## src/rtl/modulator_pkg.sv

```systemverilog
// Shared types and the chip-to-amplitude mapper for the DSSS modulator and its receiver relatives.
// Latency: none (declarations and a pure function only).
// Backpressure: not applicable.
package modulator_pkg;

    typedef enum logic { MODE_BPSK = 1'b0, MODE_QPSK = 1'b1 } mode_t;
    typedef enum logic { IDLE = 1'b0, ACTIVE = 1'b1 } state_t;

    // Chip 0 -> +ampl, chip 1 -> -ampl, two's complement in the low 'width' bits.
    function automatic logic [63:0] chip_to_amp(input logic chip, input int ampl, input int width);
        logic [63:0] mag;
        logic [63:0] val;
        mag = 64'(ampl);
        val = chip ? (64'd0 - mag) : mag;
        if (width < 64) begin
            val = val & ((64'd1 << width) - 64'd1);
        end
        return val;
    endfunction

endpackage

```

## src/rtl/pn_lfsr.sv

```systemverilog
// Fibonacci-style PN chip generator; o_chip is the current LSB of the register.
// Latency: load/step take effect on the next clock.
// Backpressure: none; advances only when the owner asserts i_step.
module pn_lfsr #(
    parameter int                   PN_DEGREE = 5,
    parameter logic [PN_DEGREE-1:0] PN_POLY   = 5'b00101,
    parameter logic [PN_DEGREE-1:0] PN_SEED   = 5'b11111
) (
    input  logic i_clk,
    input  logic i_reset,
    input  logic i_load,
    input  logic i_step,
    output logic o_chip
);

    logic [PN_DEGREE-1:0] lfsr_q;
    logic [PN_DEGREE-1:0] lfsr_d;

    // Reload the seed (priority) or shift right with the tapped parity entering at the top.
    always_comb begin
        lfsr_d = lfsr_q;
        if (i_load) begin
            lfsr_d = PN_SEED;
        end else if (i_step) begin
            lfsr_d = {^(lfsr_q & PN_POLY), lfsr_q[PN_DEGREE-1:1]};
        end
    end

    // Register; reset returns to the seed so chip 0 of the first bit is well defined.
    always_ff @(posedge i_clk or posedge i_reset) begin
        if (i_reset) begin
            lfsr_q <= PN_SEED;
        end else begin
            lfsr_q <= lfsr_d;
        end
    end

    assign o_chip = lfsr_q[0];

endmodule

```

## src/rtl/dsss_qpsk_modulator.sv

```systemverilog
// Byte in, PN-spread BPSK/QPSK {Q,I} symbols out at one symbol per DIVIDER clocks.
// Latency: outputs register one clock after the rate strobe; a word waits for the next strobe.
// Backpressure: o_ready low while the single holding register is full; underrun pulse when starved.
module dsss_qpsk_modulator
    import modulator_pkg::*;
#(
    parameter int                   SIZE_INPUT_BIT  = 8,
    parameter int                   SIZE_OUTPUT_BIT = 32,
    parameter int                   SPREAD          = 24,
    parameter int                   DIVIDER         = 240,
    parameter int                   PN_DEGREE       = 5,
    parameter logic [PN_DEGREE-1:0] PN_POLY         = 5'b00101,
    parameter logic [PN_DEGREE-1:0] PN_SEED         = 5'b11111,
    parameter int                   AMPL            = 8192
) (
    input  logic                         i_clk,
    input  logic                         i_reset,
    input  logic [SIZE_INPUT_BIT-1:0]    i_data,
    input  logic                         i_valid_input,
    input  logic                         i_mode,
    output logic                         o_ready,
    output logic [2*SIZE_OUTPUT_BIT-1:0] o_data,
    output logic                         o_valid_output,
    output logic                         o_underrun
);

    localparam int DIV_W  = $clog2(DIVIDER);
    localparam int CHIP_W = $clog2(SPREAD + 1);
    localparam int BITS_W = $clog2(SIZE_INPUT_BIT + 1);
    localparam int OW     = SIZE_OUTPUT_BIT;

    logic [DIV_W-1:0]          div_cnt_q, div_cnt_d;
    logic                      strobe;
    logic                      hold_vld_q, hold_vld_d;
    logic [SIZE_INPUT_BIT-1:0] hold_dat_q, hold_dat_d;
    mode_t                     hold_mode_q, hold_mode_d;
    logic                      ready_q, ready_d;
    state_t                    state_q, state_d;
    logic [SIZE_INPUT_BIT-1:0] shift_q, shift_d;
    mode_t                     mode_q, mode_d;
    logic [BITS_W-1:0]         bits_q, bits_d;
    logic [CHIP_W-1:0]         chip_q, chip_d;
    logic                      started_q, started_d;
    logic [2*OW-1:0]           data_q, data_d;
    logic                      vld_q, vld_d;
    logic                      und_q, und_d;

    logic                      idle_load, run, reload, word_done, take;
    logic                      lfsr_load, lfsr_step, pn;
    logic [SIZE_INPUT_BIT-1:0] src_shift;
    mode_t                     src_mode;
    logic [BITS_W-1:0]         src_bits;
    logic [CHIP_W-1:0]         src_chip;
    logic                      chip_i, chip_qd;
    logic [OW-1:0]             i_amp, q_amp;

    pn_lfsr #(
        .PN_DEGREE (PN_DEGREE),
        .PN_POLY   (PN_POLY),
        .PN_SEED   (PN_SEED)
    ) u_pn (
        .i_clk   (i_clk),
        .i_reset (i_reset),
        .i_load  (lfsr_load),
        .i_step  (lfsr_step),
        .o_chip  (pn)
    );

    // Free-running symbol-rate divider.
    always_comb begin
        strobe    = (div_cnt_q == DIV_W'(DIVIDER - 1));
        div_cnt_d = strobe ? '0 : div_cnt_q + DIV_W'(1);
    end

    // Chip/bit sequencing: an IDLE load emits chip 0 of the held word on the same strobe.
    always_comb begin
        idle_load = strobe && (state_q == IDLE) && hold_vld_q;
        run       = strobe && ((state_q == ACTIVE) || idle_load);
        src_shift = idle_load ? hold_dat_q : shift_q;
        src_mode  = idle_load ? hold_mode_q : mode_q;
        src_bits  = idle_load ? BITS_W'(SIZE_INPUT_BIT) : bits_q;
        src_chip  = idle_load ? '0 : chip_q;
        shift_d   = shift_q;
        mode_d    = mode_q;
        bits_d    = bits_q;
        chip_d    = chip_q;
        lfsr_load = 1'b0;
        lfsr_step = 1'b0;
        word_done = 1'b0;
        reload    = 1'b0;
        if (run) begin
            shift_d = src_shift;
            mode_d  = src_mode;
            bits_d  = src_bits;
            if (src_chip == CHIP_W'(SPREAD - 1)) begin
                chip_d    = '0;
                lfsr_load = 1'b1;
                if (src_mode == MODE_QPSK) begin
                    shift_d = src_shift << 2;
                    bits_d  = src_bits - BITS_W'(2);
                end else begin
                    shift_d = src_shift << 1;
                    bits_d  = src_bits - BITS_W'(1);
                end
                word_done = (bits_d == '0);
                // A word consumed by this very strobe cannot also be the follow-on word.
                reload    = word_done && hold_vld_q && !idle_load;
                if (reload) begin
                    shift_d = hold_dat_q;
                    mode_d  = hold_mode_q;
                    bits_d  = BITS_W'(SIZE_INPUT_BIT);
                end
            end else begin
                chip_d    = src_chip + CHIP_W'(1);
                lfsr_step = 1'b1;
            end
        end
        take = idle_load || reload;
    end

    // Holding register and its registered ready.
    always_comb begin
        hold_vld_d  = hold_vld_q;
        hold_dat_d  = hold_dat_q;
        hold_mode_d = hold_mode_q;
        if (ready_q && i_valid_input) begin
            hold_vld_d  = 1'b1;
            hold_dat_d  = i_data;
            hold_mode_d = mode_t'(i_mode);
        end else if (take) begin
            hold_vld_d  = 1'b0;
        end
        ready_d = ~hold_vld_d;
    end

    // Next state: a word finishing with nothing to chain returns to IDLE.
    always_comb begin
        state_d = state_q;
        if (run) begin
            state_d = (word_done && !reload) ? IDLE : ACTIVE;
        end
    end

    // Output mapping: first bit of a pair on I, second on Q; zero symbol on a starved slot.
    always_comb begin
        chip_i    = src_shift[SIZE_INPUT_BIT-1] ^ pn;
        chip_qd   = src_shift[SIZE_INPUT_BIT-2] ^ pn;
        i_amp     = OW'(chip_to_amp(chip_i, AMPL, OW));
        q_amp     = (src_mode == MODE_QPSK) ? OW'(chip_to_amp(chip_qd, AMPL, OW)) : '0;
        data_d    = data_q;
        vld_d     = 1'b0;
        und_d     = 1'b0;
        started_d = started_q | idle_load;
        if (run) begin
            data_d = {q_amp, i_amp};
            vld_d  = 1'b1;
        end else if (strobe && (state_q == IDLE) && started_q) begin
            data_d = '0;
            vld_d  = 1'b1;
            und_d  = 1'b1;
        end
    end

    // State register.
    always_ff @(posedge i_clk or posedge i_reset) begin
        if (i_reset) begin
            state_q <= IDLE;
        end else begin
            state_q <= state_d;
        end
    end

    // Datapath and output registers; reset drops everything in flight.
    always_ff @(posedge i_clk or posedge i_reset) begin
        if (i_reset) begin
            div_cnt_q   <= '0;
            hold_vld_q  <= 1'b0;
            hold_dat_q  <= '0;
            hold_mode_q <= MODE_BPSK;
            ready_q     <= 1'b0;
            shift_q     <= '0;
            mode_q      <= MODE_BPSK;
            bits_q      <= '0;
            chip_q      <= '0;
            started_q   <= 1'b0;
            data_q      <= '0;
            vld_q       <= 1'b0;
            und_q       <= 1'b0;
        end else begin
            div_cnt_q   <= div_cnt_d;
            hold_vld_q  <= hold_vld_d;
            hold_dat_q  <= hold_dat_d;
            hold_mode_q <= hold_mode_d;
            ready_q     <= ready_d;
            shift_q     <= shift_d;
            mode_q      <= mode_d;
            bits_q      <= bits_d;
            chip_q      <= chip_d;
            started_q   <= started_d;
            data_q      <= data_d;
            vld_q       <= vld_d;
            und_q       <= und_d;
        end
    end

    assign o_ready        = ready_q;
    assign o_data         = data_q;
    assign o_valid_output = vld_q;
    assign o_underrun     = und_q;

endmodule
```

## config.mk

```make
export PLATFORM = sky130hd
export DESIGN_NAME = dsss_qpsk_modulator
export DESIGN_NICKNAME = d
export VERILOG_FILES = /design/src/rtl/modulator_pkg.sv /design/src/rtl/pn_lfsr.sv /design/src/rtl/dsss_qpsk_modulator.sv
export SDC_FILE = /design/constraint.sdc
export NUM_CORES = 1
export LEC_CHECK = 0
export BUFFER_PORTS_ARGS = -buffer_cell sky130_fd_sc_hd__buf_2
export CAP_MARGIN = 20
export CORE_UTILIZATION = 25
export DETAILED_ROUTE_END_ITERATION = 6
export SETUP_SLACK_MARGIN = 0.5
export SLEW_MARGIN = 20
export SYNTH_ARGS = -nofsm -noshare
export SYNTH_HDL_FRONTEND = slang
export SYNTH_SLANG_ARGS = --single-unit
export TNS_END_PERCENT = 5
```

## constraint.sdc

```tcl
create_clock -name i_clk -period 3.38 [get_ports i_clk]
set_input_delay 0.338 -clock i_clk [delete_from_list [all_inputs] [get_ports i_clk]]
set_output_delay 0.338 -clock i_clk [all_outputs]
set_load 0.01 [all_outputs]
```

==> results.ini <==
[clock_network]
cts_inserted_buffers = 5
htreeDepth = 2
cts-root-buf = clkbuf_16
clock_latency_ns = 0.29
clk_path_buf_depth = 2
clk_pin_slew_ns = 0.07
clock-sinks = 50
cts_hold_buf = 0
cts_tree = yes

[status]
status = completed

[synthesis]
synth_cells = 290
synth-seq-cells = 50
yosysWarnings = 0
synth_edf_count = 0
yosys-top-cells-area = dfrtp_1, buf_4, dfstp_2
async_reset_ff_share_pct = 100
netlist.area_leader.share_pct = 38.7
synth_largest_area_cell = dfrtp_1
netlist-cell-type-count = 48
synth_area_mm2 = 0.00291
synth_ff_type = dfrtp_1
synth_area_per_cell_um2 = 10.0
seq_area_frac_synth_pct = 43.2

[worst_setup_path]
r2r_cells = 10
r2r_start = state_q$_DFFE_PP0P_
path_cells = nor2b_2, nand3_4, nand2_2, ha_1, and4b_1, a41oi_4, o41ai_4, buf_4, and2b_1, a221o_1
setup.worst_path.class = flop to flop
critical_path_arrival_ns = 2.92
critPathSlowestCell = dfrtp_1
max_stage_delay_ns = 0.48
r2r_slack_ns = 0.64
critPathCaptureType = flop
r2r_end = shift_q[6]$_DFFE_PP0P_
start_kind = flop
startpoint = state_q$_DFFE_PP0P_
crit_required_ns = 3.56
cp_max_fo = 8

[cells_and_area]
final_cell_mix = buf_2, dfrtp_1, nand2_1, conb_1
antenna_cells = 0
final_cell_count_no_fill = 458
nets = 330
synthToLayoutAreaGrowth_pct = 12.2
drive_gt1_share_pct = 32.4
stdcell_area_mm2 = 0.00327
layout_commonest_cell = buf_2

[power]
p_per_area_mw_per_mm2 = 388
peakVddDrop_v = 0.000250
p_clk_share_pct = 41.4
p_sw_mw = 0.299
pwr-share-comb_pct = 6.4
leakagePower_nw = 1.55
p_seq_share_pct = 52.3
p_int_mw = 0.967
sw_frac_of_total_pct = 23.6

[floorplanning]
rows = 39
fp.coreArea_mm2 = 0.0114
die_w_um = 110
die_area_mm2 = 0.0121
io_pins = 79
start_util_pct = 25.6
die_y_um = 110

[timing]
rsz0062_at_grt = false
fin_crit_ns = 2.74
fmax_ghz = 0.365
drv_slew = 0
fin_tns_setup_ns = 0
slew_headroom_pct = 42.5
worstMarginPinSlew_ns = 0.861
setup_viol_count_final = 0
post-route-period-util_pct = 81.1
final-hold-violation-count = 0
setup_ws_ns = 0.638
skew_ns = 0.00515

[detailed_routing]
drt_iter0_markers = 104
first_pass_iters = 4
postRouteWirelength_um = 5660
vias = 2044
route.detailed.drc = 0
ant_nets = 0
wl_per_cell_um = 12.4
via_per_inst = 4.46

[place]
placed_area_mm2 = 0.00301
gp_congestion = 0.841
dp_hpwl_um = 4010
dp.cells = 447
port_buffers = 52
preCtsSetupSlack_ns = 0.240

[grt]
grt_pass1_wl_um = 9570
track_usage_pct = 10.1
grt-ovfl-total = 0
antenna_found_initial = 0
grt_pass1_vias = 1884
grt_max_degree = 51

[run]
maxCapViolCount = 0

[worst_hold_path]
hold_path.class = input pin to asynchronous set/reset pin

logic make-up (layout without fill, tap and decap cells):
family,after synthesis,after routing,share of synthesized area (%)
AOI/OAI and AO/OA,50,50,13.0
buffers and inverters,76,75,17.8
and+or+nand+nor,80,81,14.0
adders and majority gates,4,4,1.72
xor gates and xnor gates,8,8,2.41
DFF,50,50,43.2
muxes,21,21,7.82
other,1,26,0.129
synthesized netlist by cell type, drive strengths merged, types with 2 or more instances:
master  instances
mux2           11
nor3            5
ha              4
nand3           7
nor4            3
a22o            4
dfrtp          45
a31oi           2
o21ai          19
a221o           7
and3            4
a21oi           3
inv             6
nor2b           2
and2            3
xor2            5
mux2i          10
and4b           3
nand2          27
dfstp           5
buf            62
clkbuf          8
nor2           18
a211oi          3
nand4b          3
a21o            2
xnor2           3
o41ai           4
worst max-delay path, delay by kind of cell (launching register included):
kind / cells / cell delay, ns
fa+ha+maj: 1 / 0.24
simple gates: 5 / 1.04
flops: 1 / 0.48
compound gates: 3 / 0.71
buf+inv: 1 / 0.16
power groups by stage:
stage          sequential (mW)  clock, mW  combinational, mW
5_1_grt                  0.664      0.557             0.0947
4_1_cts                  0.661      0.538             0.0820
3_3_place_gp             0.671          0             0.0787
3_5_place_dp             0.673          0             0.0808
2_1_floorplan            0.662          0             0.0829
6_report                 0.662      0.524             0.0804
how the worst max path moves through the flow:
stage,endpoint,slack [ns]
after global placement,mode_q$_DFFE_PP0P_,0.41
after global routing,shift_q[4]$_DFFE_PP0P_,0.50
after detailed placement,mode_q$_DFFE_PP0P_,0.24
after floorplan,mode_q$_DFFE_PP0P_,0.57
final,shift_q[6]$_DFFE_PP0P_,0.64
after CTS,mode_q$_DFFE_PP0P_,0.51
layer usage:
metal	up-vias	global-route usage [%]	part of all wire (%)
met5	-	0	0
met2	65	16.2	47
met1	989	13.8	47
met3	5	2.19	4.7
li1	985	-	-
met4	0	2.29	0.97
metrics by stage:
| step | total power [mW] | hold WS [ns] | util, % |
|---|---|---|---|
| floorplan | 0.745 | 0.425 | - |
| global placement | 0.750 | 0.435 | 26.5 |
| detailed placement | 0.754 | 0.448 | 26.5 |
| CTS | 1.28 | 0.270 | 28.3 |
| global route | 1.32 | 0.271 | 28.7 |
| finish | 1.27 | 0.199 | 28.7 |
final cells by class:
class / instances / area [um^2]
Clock inverter: 2 / 16.3
Clock buffer: 6 / 139
Multi-Input combinational cell: 190 / 1320
Inverter: 6 / 23.8
Tap cell: 143 / 179
Sequential cell: 50 / 1260
Timing Repair Buffer: 61 / 328
Fill cell: 1180 / 8100
registers in the layout, indices dropped and copies added, names as in the netlist:
register	flops
mode_q	1
hold_mode_q	1
chip_q	5
started_q	1
hold_dat_q	8
o_underrun	1
shift_q	8
hold_vld_q	1
state_q	1
o_data	4
bits_q	4
div_cnt_q	8
o_valid_output	1
o_ready	1
u_pn.lfsr_q	5
timing repair:
item | CTS | global route
endpoints found under the setup margin | 9 | 10
resized for setup | 9 | 6
buffers inserted | 0 | 2
cloned | 1 | 0
pin swaps | 1 | 2
Note: power is estimated with default switching activity, not from simulation.
